## src/rtl/sdram_arbiter.sv

```systemverilog
// Shares the single SDRAM port between ioctl download writes, renderer image reads and an aux read channel.
// One command in flight at a time; read data returns with a one-cycle ack on the granted channel.
module sdram_arbiter #(
  parameter int AW      = 25,
  parameter int DW      = 8,
  parameter int TIMEOUT = 255
) (
  input  logic          clk_sys,
  input  logic          reset,
  input  logic          ioctl_download,
  input  logic          ioctl_wr,
  input  logic [AW-1:0] ioctl_addr,
  input  logic [DW-1:0] ioctl_dout,
  output logic          ioctl_wait,
  input  logic [AW-1:0] img_base,
  input  logic          img_req,
  input  logic [AW-1:0] img_offs,
  output logic          img_ack,
  output logic [DW-1:0] img_data,
  input  logic          aux_req,
  input  logic [AW-1:0] aux_addr,
  output logic          aux_ack,
  output logic [DW-1:0] aux_data,
  output logic [AW-1:0] sdram_addr,
  output logic [DW-1:0] sdram_din,
  output logic          sdram_rd,
  output logic          sdram_we,
  input  logic [DW-1:0] sdram_dout,
  input  logic          sdram_ready,
  output logic          err_timeout,
  output logic          err_overflow
);

  typedef enum logic [2:0] {S_IDLE, S_CMD, S_MASK, S_WAIT, S_RESP} state_t;
  typedef enum logic [1:0] {G_WR, G_IMG, G_AUX} gnt_t;

  localparam logic [15:0] CNT_LAST = 16'(TIMEOUT - 1);

  state_t        state, state_nxt;
  gnt_t          gnt, gnt_nxt;
  logic          grant, wait_done, wait_to;
  logic          pend, pend_nxt, cap, drop;
  logic          rr_ptr;
  logic [15:0]   cnt;
  logic [AW-1:0] wr_addr;
  logic [DW-1:0] wr_data;
  logic [AW-1:0] img_sum, addr_sel;

  // Image address wraps modulo 2^AW by truncation.
  assign img_sum = img_base + img_offs;
  assign cap     = ioctl_download & ioctl_wr & ~pend;
  assign drop    = ioctl_download & ioctl_wr & pend;

  always_comb begin
    state_nxt = state;
    gnt_nxt   = gnt;
    grant     = 1'b0;
    wait_done = 1'b0;
    wait_to   = 1'b0;
    case (state)
      S_IDLE: begin
        if (pend) begin
          grant   = 1'b1;
          gnt_nxt = G_WR;
        end else if (!ioctl_download) begin
          if (img_req && aux_req) begin
            grant   = 1'b1;
            gnt_nxt = rr_ptr ? G_AUX : G_IMG;
          end else if (img_req) begin
            grant   = 1'b1;
            gnt_nxt = G_IMG;
          end else if (aux_req) begin
            grant   = 1'b1;
            gnt_nxt = G_AUX;
          end
        end
        if (grant) state_nxt = S_CMD;
      end
      S_CMD:  state_nxt = S_MASK;
      S_MASK: state_nxt = S_WAIT;
      S_WAIT: begin
        if (sdram_ready) begin
          wait_done = 1'b1;
          state_nxt = S_RESP;
        end else if (cnt == CNT_LAST) begin
          wait_to   = 1'b1;
          state_nxt = S_RESP;
        end
      end
      S_RESP: state_nxt = S_IDLE;
      default: state_nxt = S_IDLE;
    endcase

    pend_nxt = pend;
    if (cap) pend_nxt = 1'b1;
    else if (state == S_RESP && gnt == G_WR) pend_nxt = 1'b0;

    case (gnt_nxt)
      G_WR:    addr_sel = wr_addr;
      G_IMG:   addr_sel = img_sum;
      default: addr_sel = aux_addr;
    endcase
  end

  always_ff @(posedge clk_sys) begin
    if (reset) begin
      state <= S_IDLE;
      gnt   <= G_WR;
    end else begin
      state <= state_nxt;
      gnt   <= gnt_nxt;
    end
  end

  // Write holding register and watchdog counter carry no reset.
  always_ff @(posedge clk_sys) begin
    if (cap) begin
      wr_addr <= ioctl_addr;
      wr_data <= ioctl_dout;
    end
    if (state == S_MASK) cnt <= '0;
    else if (state == S_WAIT) cnt <= cnt + 16'd1;
  end

  always_ff @(posedge clk_sys) begin
    if (reset) begin
      pend         <= 1'b0;
      rr_ptr       <= 1'b0;
      ioctl_wait   <= 1'b0;
      img_ack      <= 1'b0;
      aux_ack      <= 1'b0;
      sdram_rd     <= 1'b0;
      sdram_we     <= 1'b0;
      img_data     <= '0;
      aux_data     <= '0;
      sdram_addr   <= '0;
      sdram_din    <= '0;
      err_timeout  <= 1'b0;
      err_overflow <= 1'b0;
    end else begin
      pend       <= pend_nxt;
      ioctl_wait <= pend_nxt | ((state_nxt != S_IDLE) & ioctl_download);
      sdram_rd   <= grant && (gnt_nxt != G_WR);
      sdram_we   <= grant && (gnt_nxt == G_WR);
      if (grant) begin
        sdram_addr <= addr_sel;
        if (gnt_nxt == G_WR) sdram_din <= wr_data;
        // Point at the side that did not just win.
        if (gnt_nxt == G_IMG) rr_ptr <= 1'b1;
        else if (gnt_nxt == G_AUX) rr_ptr <= 1'b0;
      end
      img_ack <= (wait_done | wait_to) && (gnt == G_IMG);
      aux_ack <= (wait_done | wait_to) && (gnt == G_AUX);
      if ((wait_done | wait_to) && gnt == G_IMG) img_data <= wait_done ? sdram_dout : '0;
      if ((wait_done | wait_to) && gnt == G_AUX) aux_data <= wait_done ? sdram_dout : '0;
      if (wait_to) err_timeout  <= 1'b1;
      if (drop)    err_overflow <= 1'b1;
    end
  end

endmodule

```

## config.mk

```make
export PLATFORM = sky130hd
export DESIGN_NAME = sdram_arbiter
export DESIGN_NICKNAME = d
export VERILOG_FILES = /design/src/rtl/sdram_arbiter.sv
export SDC_FILE = /design/constraint.sdc
export NUM_CORES = 1
export LEC_CHECK = 0
export ABC_CLOCK_PERIOD_IN_PS = 3010
export BUFFER_PORTS_ARGS = -buffer_cell sky130_fd_sc_hd__buf_2
export CAP_MARGIN = 20
export CORE_MARGIN = 1
export CORE_UTILIZATION = 52
export DETAILED_ROUTE_END_ITERATION = 8
export GPL_TIMING_DRIVEN = 0
export PLACE_DENSITY = 0.81
export SYNTH_ARGS = -nofsm -noshare
export SYNTH_HDL_FRONTEND = slang
export SYNTH_SLANG_ARGS = --single-unit
```

## constraint.sdc

```tcl
create_clock -name clk_sys -period 3.01 [get_ports clk_sys]
set_input_delay 0.602 -clock clk_sys [delete_from_list [all_inputs] [get_ports clk_sys]]
set_output_delay 0.602 -clock clk_sys [all_outputs]
set_load 0.01 [all_outputs]
```

==> impl_metrics.csv, run 1 <==
group,metric,value,unit
place,pre_cts_slack,-0.4506,ns
sta,timing.hold.ws,0.3691,ns
pwr,netSwitchingPower,1226,µW
cells_and_area,drive_gt1_frac,0.2735,
drt,final_antenna_net_count,0,
place,gp_congestion,0.9117,
logic_synthesis,ys.flop_type,"dfxtp_1",
logic_synthesis,ys_ff_latch,112,
logic_synthesis,syn_inst,614,
sta,setup_viol,0,
sta,hold_viol_final,0,
pwr,power_frac_clock,0.251,
cells_and_area,syn_to_final_growth,22.61,%
sta,min_period_over_period,0.9136,
cells_and_area,diodes,0,
global_route,grt_pass1_wl,25.72,mm
min_path,hold_path.class,"primary input to flop",
floorplanning,die-width,107.5,µm
cells_and_area,fin_nets,955,
sta,max_freq,363.6,MHz
drt,wl_met3,1.356,mm
critical_path,r2r_cells,10,
clock_tree,cts_setup_buffers,0,
critical_path,crit_path_top_delay_cell,"nor2_1",
critical_path,crit_path_end_kind,"flop",
pwr,p_per_area,513.4,nW/µm²
critical_path,crit_cells,10,
cells_and_area,utilization,0.6548,
clock_tree,htreeDepth,3,
drt,route.met2.wl,8.064,mm
global_route,track_usage,0.2898,
critical_path,startpoint,"state[0]",
critical_path,crit_chain,"buf_2 > nor3_2 > o21ai_0 > nand2_1 > inv_1 > ha_1 > nor2_1 > clkbuf_1 > a221oi_1 > a311oi_1",
drt,dr.pass1.iters,5,
floorplanning,io_pins,179,
logic_synthesis,synth.yosys.warnings,0,
logic_synthesis,netlist_area,5789,µm²
drt,highest_layer,"met5",
flow_run,drv_cap,0,
critical_path,path_buf_inv,3,
drt,drc_errors,0,
pwr,p_int,2418,µW
clock_tree,clk_latency,0.40,ns
critical_path,path_max_fanout,10,
global_route,grt_overflow,0,
sta,fin_skew,0.01220,ns
place,post-dp-hpwl,12.51,mm
pwr,ir_worst_vdd,0.4148,mV
clock_tree,cts_tree,"built",
critical_path,start_kind,"flop",
logic_synthesis,postSynthAreaPerCell,9.429,µm²
min_path,worstHoldStart,"ioctl_addr[24]",
drt,met1_length,6.210,mm
clock_tree,clkSinkCount,112,
clock_tree,cts_buffers,9,
critical_path,crit_required,3.32,ns
sta,setup_slack,0.2601,ns
floorplanning,row_count,38,
logic_synthesis,synth_common_cells,"dfxtp_1, nor2_1, nand2_1",
critical_path,crit_family,"simple AND/OR/NAND/NOR gates",
floorplanning,fp.coreArea,10840,µm²
logic_synthesis,yosysSeqAreaShare,0.4443,
sta,slew_violations,0,
clock_tree,cts_buffer_depth,2,
sta,rsz0062_at_grt,"false",
drt,routed_wl,16.15,mm
place,portBuffers,177,
drt,via_per_inst,5.816,
logic_synthesis,yosys-top-cells-area,"dfxtp_1, edfxtp_1, ha_1, a21oi_1, nor2_1",
global_route,grt_pass1_vias,5526,
min_path,hold_depth,1,
drt,drtIter0Drc,409,
logic_synthesis,synth_top_cell_by_area,"dfxtp_1",
sta,relSlewSlack,0.3405,
global_route,grt_max_degree,27,
floorplanning,die-area,11560,µm²
logic_synthesis,synth_fp_nets,766,
pwr,seqPwrFrac,0.474,
pwr,total_power,3644,µW
logic_synthesis,yosys.area.top_type_share,0.2732,
pwr,p_comb_frac,0.275,
clock_tree,root_buffer,"clkbuf_8",
critical_path,critPathMaxStageDelay,0.46,ns
floorplanning,fp.dieH,107.5,µm
floorplanning,start_util,0.5340,
global_route,antenna_found_initial,2,
logic_synthesis,synthArstFlopShare,0,
sta,layout_min_cycle_time,2.750,ns
logic_synthesis,post-synth-top-count-cell,"dfxtp_1",
sta,worst-slew-pin-transition,0.9871,ns
drt,vias,5514,
clock_tree,clkTransAtPathRegs,0.11,ns
pwr,netSwitchingFraction,0.3364,
pwr,p_leak,0.003056,µW
critical_path,crit_type,"flop to flop",
logic_synthesis,synthDistinctLibCells,61,
drt,wl_per_cell,17.03,µm
critical_path,rr_startpoint,"state[0]",
critical_path,cp.arrival,3.06,ns
logic_synthesis,synth_edf_count,33,
outcome,status,"completed",
-- flip-flops by register name, indices dropped and copies added (netlist names) --
register      cells
img_ack           1
sdram_we          1
cnt              16
aux_ack           1
state             3
wr_addr          25
rr_ptr            1
aux_data          8
err_timeout       1
sdram_addr       25
sdram_din         8
wr_data           8
gnt               2
ioctl_wait        1
pend              1
err_overflow      1
img_data          8
sdram_rd          1
-- worst paths after layout --
path	endpoint	slack, ns
setup / recovery	sdram_addr[16]	0.26
hold / removal	wr_addr[24]	0.37
setup reg to reg	sdram_addr[16]	0.26
hold reg to reg	sdram_din[5]	0.46
-- area by class of cell --
| type | instances | area (µm²) |
|---|---|---|
| Multi-Input combinational cell | 457 | 3069 |
| Inverter | 11 | 41.29 |
| Tap cell | 140 | 175.2 |
| Fill cell | 904 | 3742 |
| Buffer | 34 | 136.4 |
| Clock inverter | 6 | 48.80 |
| Timing Repair Buffer | 178 | 905.9 |
| Clock buffer | 10 | 148.9 |
| Sequential cell | 112 | 2572 |
-- cells by family (layout without fill, tap and decap cells) --
family | after synthesis | count (layout) | synth area share
adders and majority gates | 29 | 29 | 0.06397
muxes | 19 | 19 | 0.03285
AOI/OAI and AO/OA | 154 | 154 | 0.1859
and+or+nand+nor | 225 | 225 | 0.1982
xor gates and xnor gates | 30 | 30 | 0.04539
DFF | 112 | 112 | 0.4443
buffers and inverters | 45 | 239 | 0.02939
-- metrics by stage --
stage	instance area, µm²	std cells	setup TNS, ns
after floorplan	5789	614	0
final	7098	948	0
after detailed placement	6878	932	-3.791
after global routing	7098	948	0
after CTS	7082	948	0
after global placement	6850	931	-13.97
-- layer usage --
metal,vias up,GRT usage
met4,4,0.1360
li1,2634,-
met2,252,0.5087
met3,41,0.08898
met5,-,0
met1,2583,0.3174
-- worst register-to-register path, delay by kind of cell (launching register included) --
family / cells / cell delay, ns
buffers and inverters: 3 / 0.68
AO/OA/AOI/OAI: 3 / 0.63
adder cells (fa/ha/maj): 1 / 0.20
AND/OR/NAND/NOR: 3 / 0.85
flip-flops: 1 / 0.31
-- placed cells by master, fill, tap and decap left out, types with 14 or more instances in the layout --
| cell | n |
|---|---|
| mux2i_1 | 19 |
| nand2_1 | 56 |
| nor3_1 | 19 |
| buf_2 | 178 |
| nand2b_1 | 20 |
| a221o_1 | 17 |
| edfxtp_1 | 33 |
| nand3_1 | 24 |
| nor2_1 | 58 |
| clkbuf_1 | 27 |
| xnor2_1 | 16 |
| ha_1 | 28 |
| a21oi_1 | 46 |
| dfxtp_1 | 79 |
| xor2_1 | 14 |
| o21ai_0 | 20 |
-- power groups by stage --
stage	combinational, µW	sequential (µW)	clock, µW
6_report	1000	1730	915
4_1_cts	987	1720	933
5_1_grt	1100	1740	995
3_3_place_gp	952	1760	0
2_1_floorplan	591	1780	0
3_5_place_dp	980	1760	0
-- what timing repair did --
item | CTS | global route
gates resized for setup | 2 | 11
setup endpoints to repair | 14 | 27
hold buffers | 0 | 0
pin swaps | 0 | 0
Note: power is estimated with default switching activity, not from simulation.
==> run 2, diff against run 1 <==
--- a/config.mk
+++ b/config.mk
@@ -6,7 +6,7 @@
 export NUM_CORES = 1
 export LEC_CHECK = 0
 export ABC_CLOCK_PERIOD_IN_PS = 3010
-export BUFFER_PORTS_ARGS = -buffer_cell sky130_fd_sc_hd__buf_2
+export BUFFER_PORTS_ARGS = -buffer_cell sky130_fd_sc_hd__buf_4
 export CAP_MARGIN = 20
 export CORE_MARGIN = 1
 export CORE_UTILIZATION = 52
==> run 2 against run 1 <==
  * Fmax shrank 1.1%
  * Critical path depth shrank 1
  * Sequential power is essentially flat
  * Routed wire length grew 0.73%
  * First-iteration DRC count shrank 22%
  * Sequential share of layout area shrank 2.3 points
  * Cell area grew 6.7%
  * Cell count is the same
  * Sequential cell count is the same
  * Die area is the same
  * Highest routed layer is now met4
==> impl_metrics.csv, run 2 (synthesis gave the netlist of run 1 again) <==
group,metric,value,unit
drt,via_per_inst,5.832,
place,post-dp-hpwl,12.71,mm
drt,drtIter0Drc,318,
sta,max_freq,359.5,MHz
sta,slew_violations,0,
pwr,seqPwrFrac,0.454,
cells_and_area,syn_to_final_growth,30.86,%
sta,layout_min_cycle_time,2.781,ns
sta,fin_skew,0.008799,ns
floorplanning,row_count,38,
critical_path,rr_startpoint,"state[2]",
global_route,grt_max_degree,27,
cells_and_area,fin_nets,955,
global_route,grt_overflow,0,
critical_path,crit_path_top_delay_cell,"or4_1",
clock_tree,cts_buffer_depth,2,
cells_and_area,final_common_cell,"buf_4",
sta,setup_viol,0,
pwr,power_frac_clock,0.262,
critical_path,path_max_fanout,7,
drt,routed_wl,16.27,mm
critical_path,crit_required,3.28,ns
place,gp_congestion,0.9201,
pwr,total_power,3816,µW
floorplanning,die-area,11560,µm²
global_route,track_usage,0.2920,
flow_run,drv_cap,0,
floorplanning,io_pins,179,
clock_tree,cts_tree,"built",
pwr,netSwitchingPower,1226,µW
pwr,ir_worst_vdd,0.4347,mV
drt,wl_per_cell,17.16,µm
min_path,hold_path.class,"primary input to flop",
sta,worst-slew-pin-transition,0.9201,ns
place,portBuffers,177,
cells_and_area,largest_registers,"sdram_addr: 25 flops, wr_addr: 25 flops, cnt: 16 flops",
drt,final_antenna_net_count,0,
floorplanning,start_util,0.5340,
min_path,worstHoldStart,"ioctl_addr[17]",
pwr,p_comb_frac,0.284,
global_route,grt_pass1_wl,26.01,mm
cells_and_area,mostFrequentLayoutCells,"buf_4, dfxtp_1, nor2_1",
floorplanning,fp.coreArea,10840,µm²
critical_path,crit_path_end_kind,"flop",
critical_path,cp.arrival,3.05,ns
critical_path,crit_type,"flop to flop",
critical_path,startpoint,"state[2]",
critical_path,critPathMaxStageDelay,0.48,ns
clock_tree,hold_buffers,0,
critical_path,start_kind,"flop",
drt,dr.pass1.iters,5,
clock_tree,cts_buffers,9,
floorplanning,fp.dieH,107.5,µm
sta,rsz0062_at_grt,"false",
pwr,p_int,2590,µW
clock_tree,clkTransAtPathRegs,0.11,ns
cells_and_area,drive_gt1_frac,0.2748,
clock_tree,htreeDepth,3,
cells_and_area,final_cells,948,
floorplanning,die-width,107.5,µm
clock_tree,clk_latency,0.39,ns
clock_tree,root_buffer,"clkbuf_8",
global_route,antenna_found_initial,0,
outcome,status,"completed",
pwr,p_per_area,503.7,nW/µm²
cells_and_area,diodes,0,
pwr,netSwitchingFraction,0.3213,
drt,vias,5529,
sta,hold_viol_final,0,
drt,drc_errors,0,
clock_tree,clkSinkCount,112,
global_route,grt_pass1_vias,5545,
cells_and_area,utilization,0.6989,
sta,fin_tns_setup,0,ns
pwr,p_leak,0.003192,µW
place,dp_cells,932,
sta,relSlewSlack,0.3853,
sta,min_period_over_period,0.9240,
critical_path,crit_chain,"nor3_4 > o21ai_0 > a21oi_1 > ha_1 > nor2_1 > a221o_1 > or4_1 > a31oi_1 > nor4_1",
## run 2: cell count changes in the layout (fill, tap and decap cells not counted), sizes merged
cell and change:
inv +1, clkinvlp -2, bufinv +1
## run 2: cell type report
class                   instances  area, µm²
clock buffers                  10      148.9
multi-input cells             457       3075
plain buffers                  34      137.6
clock inverters                 6      76.32
inverters                      11      41.29
well taps                     140      175.2
repair buffers                178       1349
fillers                       906       3264
flip-flops and latches        112       2572
## run 2: per-stage QoR
step / hold slack, ns / instance area, µm² / setup WS, ns
after floorplan: 0.4367 / 5789 / 0.1955
after global placement: 0.4462 / 7293 / -0.4612
after detailed placement: 0.4505 / 7321 / -0.4582
after CTS: 0.3604 / 7553 / 0.08833
after global routing: 0.3496 / 7576 / 0.06351
final: 0.3749 / 7576 / 0.2286
## run 2: critical path: cells and delay by family, from the launching register on
family          cells  cell delay (ns)
simple gates        4             0.99
flops               1             0.40
fa+ha+maj           1             0.26
compound gates      4             1.01
## run 2: path summary, 6_finish.rpt
path / endpoint / slack (ns) / depth (start not counted)
setup / recovery: sdram_addr[19] / 0.23 / 9
hold / removal: wr_addr[17] / 0.37 / 1
setup reg to reg: sdram_addr[19] / 0.23 / 9
hold reg to reg: sdram_din[5] / 0.46 / 2
## run 2: per-layer routing
layer / vias to the layer above / part of all wire / global-route usage
li1: 2629 / - / -
met1: 2604 / 0.38 / 0.3139
met2: 247 / 0.50 / 0.5151
met3: 49 / 0.084 / 0.09140
met4: 0 / 0.040 / 0.1438
met5: - / 0 / 0
## run 2: what timing repair did
item | 4_1_cts | 5_1_grt
setup buffers | 0 | 0
endpoints found under the setup margin | 5 | 26
gates resized for setup | 3 | 12
cloned | 0 | 0
## run 2: power groups by stage
stage | logic [µW] | registers (µW) | clock network [µW]
4_1_cts | 1070 | 1730 | 1020
3_5_place_dp | 1060 | 1760 | 0
5_1_grt | 1190 | 1740 | 1080
3_3_place_gp | 1030 | 1760 | 0
2_1_floorplan | 591 | 1780 | 0
6_report | 1080 | 1730 | 1000
==> run 3, diff against run 2 <==
--- a/config.mk
+++ b/config.mk
@@ -9,10 +9,11 @@
 export BUFFER_PORTS_ARGS = -buffer_cell sky130_fd_sc_hd__buf_4
 export CAP_MARGIN = 20
 export CORE_MARGIN = 1
-export CORE_UTILIZATION = 52
+export CORE_UTILIZATION = 53
+export CTS_BUF_LIST = sky130_fd_sc_hd__clkbuf_2
 export DETAILED_ROUTE_END_ITERATION = 8
 export GPL_TIMING_DRIVEN = 0
-export PLACE_DENSITY = 0.81
+export PLACE_DENSITY = 0.82
 export SYNTH_ARGS = -nofsm -noshare
 export SYNTH_HDL_FRONTEND = slang
 export SYNTH_SLANG_ARGS = --single-unit
==> run 3 against run 2 <==
  * Sequential cell count unchanged
  * Setup slack got worse by 0.089 ns
  * Sequential share of layout area increased by 0.58 points
  * Core utilization increased by 1.3 points
  * Fmax decreased by 3.1%
  * Combinational power about the same
  * Critical path depth increased by 1
  * Hold slack got worse by 0.25 ns
  * Global-route usage increased by 0.65 points
  * Clock skew increased by 0.030 ns
  * Non-clock buffer count unchanged
  * Critical endpoint is now sdram_addr[24]
==> impl_metrics.csv, run 3 (synthesis gave the netlist of run 1 again) <==
group,metric,value,unit
sta,worst-slew-pin-transition,1.016,ns
critical_path,crit_required,3.58,ns
global_route,grt_pass1_vias,5557,
critical_path,crit_chain,"buf_4 > ha_1 > fa_1 > a21o_1 > a221oi_1 > o21bai_1 > a211oi_1 > a21oi_1 > xnor2_1 > o31ai_1",
drt,drtIter0Drc,416,
cells_and_area,fin_nets,955,
floorplanning,start_util,0.5533,
sta,rsz0062_at_grt,"false",
cells_and_area,final_area,7448,µm²
pwr,p_per_area,472.4,nW/µm²
drt,dr.pass1.iters,5,
global_route,track_usage,0.2985,
place,post-dp-hpwl,13.13,mm
place,place_area,7316,µm²
cells_and_area,syn_to_final_growth,28.66,%
floorplanning,row_count,37,
critical_path,critPathMaxStageDelay,0.53,ns
clock_tree,root_buffer,"clkbuf_2",
critical_path,crit_path_end_kind,"flop",
drt,route.met2.wl,8.481,mm
clock_tree,clkSinkCount,112,
clock_tree,htreeDepth,3,
critical_path,crit_type,"primary input to flop",
cells_and_area,drive_gt1_frac,0.2735,
cells_and_area,mostFrequentLayoutCells,"buf_4, dfxtp_1, nor2_1",
critical_path,crit_path_top_delay_cell,"a211oi_1",
sta,setup_viol,0,
clock_tree,hold_buffers,0,
cells_and_area,diodes,0,
sta,hold_viol_final,0,
floorplanning,fp.coreArea,10460,µm²
drt,highest_layer,"met4",
cells_and_area,largest_registers,"sdram_addr: 25 flops, wr_addr: 25 flops, cnt: 16 flops",
critical_path,start_kind,"primary input",
critical_path,path_max_fanout,7,
drt,final_antenna_net_count,0,
global_route,antenna_found_initial,0,
cells_and_area,utilization,0.7119,
clock_tree,cts_buffer_depth,2,
sta,layout_min_cycle_time,2.871,ns
sta,max_freq,348.3,MHz
drt,vias,5539,
floorplanning,die-width,106.5,µm
place,portBuffers,177,
global_route,grt_max_degree,28,
pwr,p_leak,0.003143,µW
sta,timing.hold.ws,0.1204,ns
sta,relSlewSlack,0.3209,
floorplanning,die-area,11350,µm²
drt,met1_length,6.783,mm
floorplanning,fp.dieH,106.5,µm
clock_tree,clk_latency,0.62,ns
drt,drc_errors,0,
clock_tree,cts_setup_buffers,0,
drt,via_per_inst,5.868,
outcome,status,"completed",
min_path,hold_path.class,"primary input to flop",
clock_tree,cts_buffers,9,
global_route,grt_overflow,0,
pwr,ir_worst_vdd,0.3012,mV
floorplanning,io_pins,179,
drt,wl_per_cell,17.81,µm
sta,slew_violations,0,
clock_tree,cts_tree,"built",
global_route,grt_pass1_wl,26.52,mm
clock_tree,clkTransAtPathRegs,0.34,ns
flow_run,drv_cap,0,
drt,wl_met3,1.228,mm
cells_and_area,final_common_cell,"buf_4",
critical_path,cp.arrival,3.44,ns
sta,fin_skew,0.03898,ns
sta,min_period_over_period,0.9538,
drt,routed_wl,16.81,mm
place,gp_congestion,0.9019,
-- run 3: layout make-up --
cell class | count | area [µm²]
well taps | 136 | 170.2
clock buffers | 9 | 45.04
fillers | 863 | 3014
multi-input cells | 457 | 3060
repair buffers | 178 | 1349
plain buffers | 34 | 137.6
clock inverters | 7 | 72.57
flip-flops and latches | 112 | 2572
inverters | 11 | 41.29
-- run 3: path summary, 6_finish.rpt --
path	start	endpoint	slack (ns)	cells after the start
max	img_base[0]	sdram_addr[24]	0.14	10
min	ioctl_addr[4]	wr_addr[4]	0.12	1
max reg2reg	state[2]	sdram_addr[19]	0.18	9
min reg2reg	sdram_din[7]	sdram_din[7]	0.48	2
-- run 3: power by group --
group / total [µW] / switching [µW] / internal, µW
combinational: 1080 / 609 / 475
sequential: 1740 / 69.7 / 1670
clock: 698 / 559 / 139
-- run 3: through the flow --
stage / worst slack [ns] / setup TNS [ns] / instances / total power (µW)
2_1_floorplan: 0.1955 / 0 / 614 / 2370
3_3_place_gp: -0.4123 / -14.94 / 927 / 2786
3_5_place_dp: -0.4286 / -3.217 / 928 / 2819
4_1_cts: 0.05162 / 0 / 944 / 3499
5_1_grt: 0.06043 / 0 / 944 / 3694
6_report: 0.1392 / 0 / 944 / 3519
-- run 3: worst max-delay path, delay by kind of cell --
kind / cells / cell delay, ns
xor gates and xnor gates: 1 / 0.15
adders and majority gates: 2 / 0.62
AOI/OAI and AO/OA: 6 / 1.96
buffers and inverters: 1 / 0.11
-- run 3: timing repair --
action / 4_1_cts / 5_1_grt
endpoints found under the setup margin: 19 / 32
resized for setup: 1 / 14
pin swaps: 0 / 0
-- run 3: per-layer routing --
metal	track usage	vias up
met2	0.5348	248
met5	0	-
met3	0.06744	31
met1	0.3482	2623
met4	0.1047	0
li1	-	2637
